### config.mk
export PLATFORM = sky130hd
export DESIGN_NAME = alu_req_arbiter
export DESIGN_NICKNAME = d
export VERILOG_FILES = /design/src/rtl/alu_req_arbiter.sv
export SDC_FILE = /design/constraint.sdc
export NUM_CORES = 1
export LEC_CHECK = 0
export BUFFER_PORTS_ARGS = -buffer_cell sky130_fd_sc_hd__buf_4
export CAP_MARGIN = 40
export CELL_PAD_IN_SITES_DETAIL_PLACEMENT = 0
export CELL_PAD_IN_SITES_GLOBAL_PLACEMENT = 1
export CORE_MARGIN = 8
export CORE_UTILIZATION = 30
export CTS_CLUSTER_SIZE = 12
export DETAILED_ROUTE_END_ITERATION = 16
export GPL_ROUTABILITY_DRIVEN = 0
export PLACE_DENSITY = 0.75
export SLEW_MARGIN = 20
export SYNTH_ARGS = -nofsm -noshare
export SYNTH_HDL_FRONTEND = slang
export SYNTH_SLANG_ARGS = --single-unit
### constraint.sdc
create_clock -name CLK -period 1.6 [get_ports CLK]
set_input_delay 0.24 -clock CLK [delete_from_list [all_inputs] [get_ports CLK]]
set_output_delay 0.24 -clock CLK [all_outputs]
set_load 0.05 [all_outputs]
### src/rtl/alu_req_arbiter.sv
// Round-robin arbiter sharing one ALU between two requesters: grants a request,
// latches its operand bundle onto the ALU, waits the op latency, then returns the result.
module alu_req_arbiter #(
  parameter int INPUT   = 8,
  parameter int ALU_LAT = 2,
  parameter int MUL_LAT = 3
) (
  input  logic               CLK,
  input  logic               RST,
  // REQn is held high with its bundle stable until GNTn pulses; the requester
  // drops REQn during the GNTn cycle, otherwise it counts as a fresh request.
  input  logic               REQ0,
  input  logic               REQ1,
  input  logic [INPUT-1:0]   REQ0_OPA,
  input  logic [INPUT-1:0]   REQ0_OPB,
  input  logic [INPUT-1:0]   REQ1_OPA,
  input  logic [INPUT-1:0]   REQ1_OPB,
  input  logic [3:0]         REQ0_CMD,
  input  logic [3:0]         REQ1_CMD,
  input  logic               REQ0_MODE,
  input  logic               REQ0_CIN,
  input  logic               REQ1_MODE,
  input  logic               REQ1_CIN,
  input  logic [1:0]         REQ0_VALID,
  input  logic [1:0]         REQ1_VALID,
  output logic               GNT0,
  output logic               GNT1,
  output logic [INPUT-1:0]   ALU_OPA,
  output logic [INPUT-1:0]   ALU_OPB,
  output logic [3:0]         ALU_CMD,
  output logic [1:0]         ALU_VALID,
  output logic               ALU_MODE,
  output logic               ALU_CIN,
  output logic               ALU_CE,
  input  logic [2*INPUT-1:0] ALU_RES,
  input  logic               ALU_COUT,
  input  logic               ALU_OFLOW,
  input  logic               ALU_G,
  input  logic               ALU_E,
  input  logic               ALU_L,
  input  logic               ALU_ERR,
  output logic [2*INPUT-1:0] RES,
  output logic               COUT,
  output logic               OFLOW,
  output logic               G,
  output logic               E,
  output logic               L,
  output logic               ERR,
  output logic               DONE,
  output logic               DONE_ID,
  output logic               BUSY,
  output logic [1:0]         DBG_STATE
);

  localparam int CNT_W = 4;

  typedef enum logic [1:0] {
    IDLE    = 2'd0,
    WAIT    = 2'd1,
    CAPTURE = 2'd2
  } state_t;

  state_t           state;
  logic [CNT_W-1:0] cnt;
  logic             last;

  logic             any_req;
  logic             pick1;
  logic [INPUT-1:0] sel_opa;
  logic [INPUT-1:0] sel_opb;
  logic [3:0]       sel_cmd;
  logic             sel_mode;
  logic             sel_cin;
  logic [1:0]       sel_valid;
  logic             sel_is_mul;

  // A tie goes to whichever requester was not served last.
  assign any_req    = REQ0 | REQ1;
  assign pick1      = REQ1 & (~REQ0 | ~last);
  assign sel_opa    = pick1 ? REQ1_OPA   : REQ0_OPA;
  assign sel_opb    = pick1 ? REQ1_OPB   : REQ0_OPB;
  assign sel_cmd    = pick1 ? REQ1_CMD   : REQ0_CMD;
  assign sel_mode   = pick1 ? REQ1_MODE  : REQ0_MODE;
  assign sel_cin    = pick1 ? REQ1_CIN   : REQ0_CIN;
  assign sel_valid  = pick1 ? REQ1_VALID : REQ0_VALID;
  assign sel_is_mul = sel_mode & ((sel_cmd == 4'b1001) | (sel_cmd == 4'b1010));

  assign BUSY      = (state != IDLE);
  assign DBG_STATE = state;

  always_ff @(posedge CLK or negedge RST) begin
    if (!RST) begin
      state     <= IDLE;
      cnt       <= '0;
      last      <= 1'b1;
      GNT0      <= 1'b0;
      GNT1      <= 1'b0;
      ALU_OPA   <= '0;
      ALU_OPB   <= '0;
      ALU_CMD   <= '0;
      ALU_VALID <= 2'b00;
      ALU_MODE  <= 1'b0;
      ALU_CIN   <= 1'b0;
      ALU_CE    <= 1'b0;
      RES       <= '0;
      COUT      <= 1'b0;
      OFLOW     <= 1'b0;
      G         <= 1'b0;
      E         <= 1'b0;
      L         <= 1'b0;
      ERR       <= 1'b0;
      DONE      <= 1'b0;
      DONE_ID   <= 1'b0;
    end else begin
      GNT0 <= 1'b0;
      GNT1 <= 1'b0;
      DONE <= 1'b0;
      case (state)
        IDLE: begin
          if (any_req) begin
            GNT0      <= ~pick1;
            GNT1      <= pick1;
            ALU_OPA   <= sel_opa;
            ALU_OPB   <= sel_opb;
            ALU_CMD   <= sel_cmd;
            ALU_VALID <= sel_valid;
            ALU_MODE  <= sel_mode;
            ALU_CIN   <= sel_cin;
            ALU_CE    <= 1'b1;
            cnt       <= sel_is_mul ? CNT_W'(MUL_LAT) : CNT_W'(ALU_LAT);
            last      <= pick1;
            state     <= WAIT;
          end
        end
        WAIT: begin
          // The result is valid on the edge that empties the counter.
          if (cnt <= CNT_W'(1)) begin
            cnt    <= '0;
            ALU_CE <= 1'b0;
            state  <= CAPTURE;
          end else begin
            cnt <= cnt - CNT_W'(1);
          end
        end
        CAPTURE: begin
          RES     <= ALU_RES;
          COUT    <= ALU_COUT;
          OFLOW   <= ALU_OFLOW;
          G       <= ALU_G;
          E       <= ALU_E;
          L       <= ALU_L;
          ERR     <= ALU_ERR;
          DONE    <= 1'b1;
          DONE_ID <= last;
          state   <= IDLE;
        end
        default: state <= IDLE;
      endcase
    end
  end

endmodule

Word level (Yosys, flattened, before mapping)
Index checks and enable logic that the tools add are counted.
{"block": "totals", "in_bits": 74, "ff_bits": 58, "out_inout_bits": 54}
{"block": "op_classes", "add_sub_neg": 1, "bitwise_logic": 8, "eq_ne": 6, "muxes": 21, "order_cmp": 1, "reduce_logical": 7}
{"operator": "8-bit 2-to-1 mux", "count": 2}
{"operator": "4-bit 2-to-1 mux", "count": 3}
{"operator": "1-bit 2-to-1 mux", "count": 10}
{"operator": "4-bit equality test, second input constant", "count": 2}
{"operator": "4-bit case mux with 2 select lines", "count": 1}
{"operator": "2-bit 2-to-1 mux", "count": 3}
{"operator": "2-bit AND reduction", "count": 3}
{"operator": "4-bit by 1-bit <= comparator with 1-bit output, second input constant", "count": 1}
{"operator": "2-bit != test, second input constant", "count": 2}
{"operator": "2-bit case mux with 2 select lines", "count": 1}
{"operator": "2-bit nonzero test", "count": 2}
{"operator": "4-bit by 1-bit subtractor with 4-bit output, second input constant", "count": 1}
{"operator": "1-bit NOT", "count": 3}
{"operator": "1-bit OR", "count": 3}
{"operator": "3-bit AND reduction", "count": 1}
{"operator": "1-bit bitwise AND", "count": 2}
{"operator": "2-bit by 1-bit equality test with 1-bit output, second input constant", "count": 1}
{"operator": "2-bit equality test, second input constant", "count": 1}
{"operator": "2-bit logical NOT", "count": 1}
{"operator": "1-bit case mux with 2 select lines", "count": 1}

Depth between registers and ports, before layout
{"block": "logic_depth", "depth_word": 10, "ltp_mapped": 6, "mapped_depth_nobuf": 6}

Worst setup path before layout
Ideal clock, no wire load.
{"block": "synth_timing", "path_kind": "reg-to-reg", "from": "register state[0] (netlist: DBG_STATE[0])", "to": "register cnt[0]", "setup_time_ns": 0.126, "synth_period_minus_slack_ns": 1.653, "path_buffers": 0, "arrival_ns": 1.527, "stages_incl_launch_ff": 6, "path_slack_ns": -0.053, "required_ns": 1.474, "path_cell_list": "dfrtp_1 -> nor2_4 -> inv_1 -> nor2_1 -> o22ai_1 -> a221o_1"}
{"block": "synth_between", "elab_chain_len": 3, "word_cells_on_any_way": 6, "classes_between": "eq/ne: 2; mux: 1; reduce/logical: 3"}
{"item": "start: declaration", "line_no": "63", "source": "state_t state;"}
{"item": "start signal: assignment", "line_no": "93", "source": "state <= IDLE;"}
{"item": "start signal: assignment", "line_no": "132", "source": "state <= WAIT;"}
{"item": "start signal: assignment", "line_no": "140", "source": "state <= CAPTURE;"}
{"item": "2-bit by 1-bit equality test with 1-bit output or 2-bit logical NOT (tied branches)", "line_no": "118", "source": "case (state)"}
{"item": "2-bit nonzero test (no source line) or 2-bit != test (tied branches)"}
{"item": "2-bit AND reduction (no source line)"}
{"item": "end signal: assignment", "line_no": "130", "source": "cnt <= sel_is_mul ? CNT_W'(MUL_LAT) : CNT_W'(ALU_LAT);"}
{"item": "end signal: assignment", "line_no": "142", "source": "cnt <= cnt - CNT_W'(1);"}
{"item": "end: declaration", "line_no": "64", "source": "logic [CNT_W-1:0] cnt;"}
Parallel ways exist; a longest one is shown, timed or not.
A chain may end at the register's enable or synchronous reset.

Worst setup path after layout
{"block": "layout_timing", "from": "register cnt[0]", "to": "register cnt[0]"}
{"block": "layout_between", "elab_chain_len": 3, "word_cells_on_any_way": 4, "classes_between": "add/sub: 1; order compare: 1; mux: 2"}
{"item": "4-bit by 1-bit subtractor with 4-bit output or 4-bit by 1-bit <= comparator with 1-bit output (tied branches)", "line_no": "142, 137"}
{"item": "4-bit 2-to-1 mux (*)", "line_no": "137", "source": "if (cnt <= CNT_W'(1)) begin"}
{"item": "4-bit case mux with 2 select lines (*)", "line_no": "118"}
Mark *: on every way between the ends. The rest lies on a longest branch, timed or not.

==> metrics.csv <==
stage;metric;value;unit
layout;Final nets;411;
floorplan;core area;8130;um^2
timing;fin crit period;1.50;ns
logic_synthesis;post-synthesis adder-cell area fraction;1.01;%
floorplan;# IOs;128;
critical_path;Crit Path Max Fanout;5;
critical_path;critical path capture point type;flop;
layout;final cell count without fillers;445;
logic_synthesis;main combinational cell family by area after synthesis;multiplexers;
placed_design;Cell Area, Placed;3580;um^2
route;drt first pass iters;4;
clock_network;CTS tree;yes;
critical_path;flop-to-flop setup slack;0.10;ns
critical_path;R2R depth;6;
logic_synthesis;synth cell count leaders;dfrtp_1, nand2_1, mux2i_1, o21ai_1, mux2_2;
min_path;Hold Path Origin;REQ0_OPA[5];
layout;final instance area;3830;um^2
route;WL final;6.56;mm
logic_synthesis;Synth Area in Compound Gates;11.7;%
logic_synthesis;ys flop type;dfrtp_1;
logic_synthesis;library cells used by synthesis;34;
timing;Pins Over Slew Limit;0;
outcome;status;finished clean;
floorplan;Die W;107;um
floorplan;Rows;33;
clock_network;clock input transition at the sequential cells of the worst setup and hold paths;0.07;ns
min_path;hold depth;2;
timing;final hold violations;0;
critical_path;startpoint types;flop;
timing;Final WS setup;0.103;ns
placed_design;Post-Place Worst Slack;0.0522;ns
timing;Setup TNS;0;ns
power;leakage power;1.90;nW
logic_synthesis;area share of xor/xnor cells in the synthesized design;1.06;%
critical_path;critical path buffer and inverter count;1;
clock_network;number of H-tree levels;3;
logic_synthesis;Post-synth EDFFs;0;
power;maximum VDD drop;0.00103;V
logic_synthesis;cell taking the most area after synthesis;dfrtp_1;
placed_design;Post-DP HPWL;5.26;mm
timing;post-route clock period utilization;93.5;%
logic_synthesis;Area contributors post-synth;dfrtp_1, mux2i_1, mux2_2;
floorplan;die area;11500;um^2
timing;slew of the pin with the lowest slew margin;0.412;ns
global_routing;largest net degree at the start of global routing;34;
critical_path;Crit path depth;6;
critical_path;R2R Path Start;cnt[0]$_DFFE_PN0P_;
clock_network;CTS Buf Count;9;
floorplan;Initial Util;30.6;%
critical_path;CP Data Arrival Time;1.71;ns
placed_design;Placed Instances;428;
clock_network;Clock Sinks;58;
route;via count;1966;
min_path;Hold EP;ALU_OPA[5]$_DFFE_PN0P_;
timing;final setup fails;0;
route;Routed WL per cell;14.7;um
timing;Min Hold Slack;0.110;ns
clock_network;Root Buffer;clkbuf_8;
timing;clock skew;0.00800;ns
flow_run;max-cap violations;0;
clock_network;Post-CTS Setup Inserts;0;
critical_path;kind of critical path;reg2reg;
timing;fmax;668;MHz
route;vias per std cell;4.42;
clock_network;Clock Latency Late Sink;0.32;ns
layout;Util after Layout;47.1;%
power;Power Dens Cells;2530;nW/um^2
global_routing;GR Overflow Total;0;
min_path;Hold Crit Class;in2reg;
logic_synthesis;syn nets;273;
logic_synthesis;simple-gate share of the synthesized area;7.10;%
timing;slew margin rel.;72.5;%
timing;unrepaired setup endpoints after global routing;no;
logic_synthesis;FF+latch count, synth;58;
critical_path;CP max stage delay;0.42;ns
route;DR DRC count;0;
logic_synthesis;most common cell in the netlist;dfrtp_1;
logic_synthesis;Post-synth ARST share;100;%
logic_synthesis;Synth Warn #;0;
layout;layout cells sized above 1;52.9;%
logic_synthesis;post-synthesis cell count;197;
layout;synthesis-to-layout area growth;54.0;%
logic_synthesis;top cell type's share of synthesized area;57.4;%
global_routing;number of global-route vias before repair;2178;
critical_path;worst path required time;1.81;ns
critical_path;worst-path cell chain;inv_1, ha_2, nor2_2, o31ai_4, o22ai_1, a221o_1;
critical_path;Slowest cell on crit path;dfrtp_1;
clock_network;Max Root-Sink Buffers;2;
route;DRT iter0 DRCs;66;
route;Routed Antenna Nets;0;
floorplan;die span in y;107;um
logic_synthesis;sequential area share after synthesis;58.4;%
power;total power;9.70;mW
global_routing;initial antenna violation count;0;
global_routing;gr usage total;11.6;%
critical_path;Reg2Reg Capture Point;cnt[0]$_DFFE_PN0P_;
layout;Antenna Cells;0;
critical_path;crit-path leading delay family;compound AO/OA/AOI/OAI gates;
logic_synthesis;Mapped Area;2490;um^2
logic_synthesis;multiplexer share of the synthesized area;16.9;%
logic_synthesis;mean post-synth cell area;12.6;um^2
global_routing;first-pass GRT wire length;10.7;mm
placed_design;Port Buffers;127;
[cell usage in the layout (no fill, tap or decap), types with 2 or more instances in the layout]
cell        Yosys  final
a21o_1          9      9
a22o_1          8      8
a31oi_1         2      2
buf_4           2    135
bufinv_16       0      2
clkbuf_8        0      9
clkinv_2        0      2
clkinvlp_4      0      2
dfrtp_1        57     55
dfrtp_2         0      2
inv_1           3      2
mux2_1          9      9
mux2_2         14     14
mux2i_1        16     16
nand2_1        22     22
nor2_1          4      3
nor2_2          1      2
nor3_1          3      3
o21ai_0         4      4
o21ai_1        16     16
xnor2_1         3      3
[layout make-up]
cell class	instances	area, um^2
Sequential cell	58	1460
Multi-Input combinational cell	126	970
Fill cell	782	4310
Inverter	3	11.3
Timing Repair Buffer	137	1040
Clock buffer	9	124
Clock inverter	7	93.8
Tap cell	105	131
[cells by family (layout without fill, tap and decap cells)]
kind of cell,count (synthesis),in the layout
flip-flops,58,58
AO/OA/AOI/OAI,44,44
multiplexers,39,39
AND/OR/NAND/NOR,38,38
buffers and inverters,13,156
XOR/XNOR,3,3
adder cells (fa/ha/maj),2,2
[timing repair]
action	CTS	global route
endpoints found under the setup margin	0	3
resized for setup	0	5
hold buffers	1	0
hold endpoints to repair	30	0
[worst max-delay path by stage]
| stage | from | to |
|---|---|---|
| floorplan | DBG_STATE[0]$_DFFE_PN0P_ | cnt[0]$_DFFE_PN0P_ |
| global placement | cnt[0]$_DFFE_PN0P_ | cnt[0]$_DFFE_PN0P_ |
| detailed placement | cnt[0]$_DFFE_PN0P_ | cnt[0]$_DFFE_PN0P_ |
| CTS | cnt[0]$_DFFE_PN0P_ | cnt[0]$_DFFE_PN0P_ |
| global route | cnt[0]$_DFFE_PN0P_ | cnt[0]$_DFFE_PN0P_ |
| finish | cnt[0]$_DFFE_PN0P_ | cnt[0]$_DFFE_PN0P_ |
[report_power, final]
group / switching [mW] / internal [mW]
sequential: 0.443 / 2.21
combinational: 3.65 / 1.94
clock: 0.583 / 0.873
total: 4.68 / 5.03
[flip-flops by register name, summed over array words and instances, names as in the netlist, 2 cells and up]
register,cells
DBG_STATE,2
ALU_OPA,8
ALU_CMD,4
cnt,4
RES,16
ALU_OPB,8
ALU_VALID,2
[metal layers]
metal	global-route usage, %	wire [um]	vias to the layer above
met4	4.22	60	0
met3	5.40	672	6
li1	-	-	968
met5	0	0	-
met2	18.9	3210	77
met1	13.0	2620	915
Note: power is estimated with default switching activity, not from simulation.
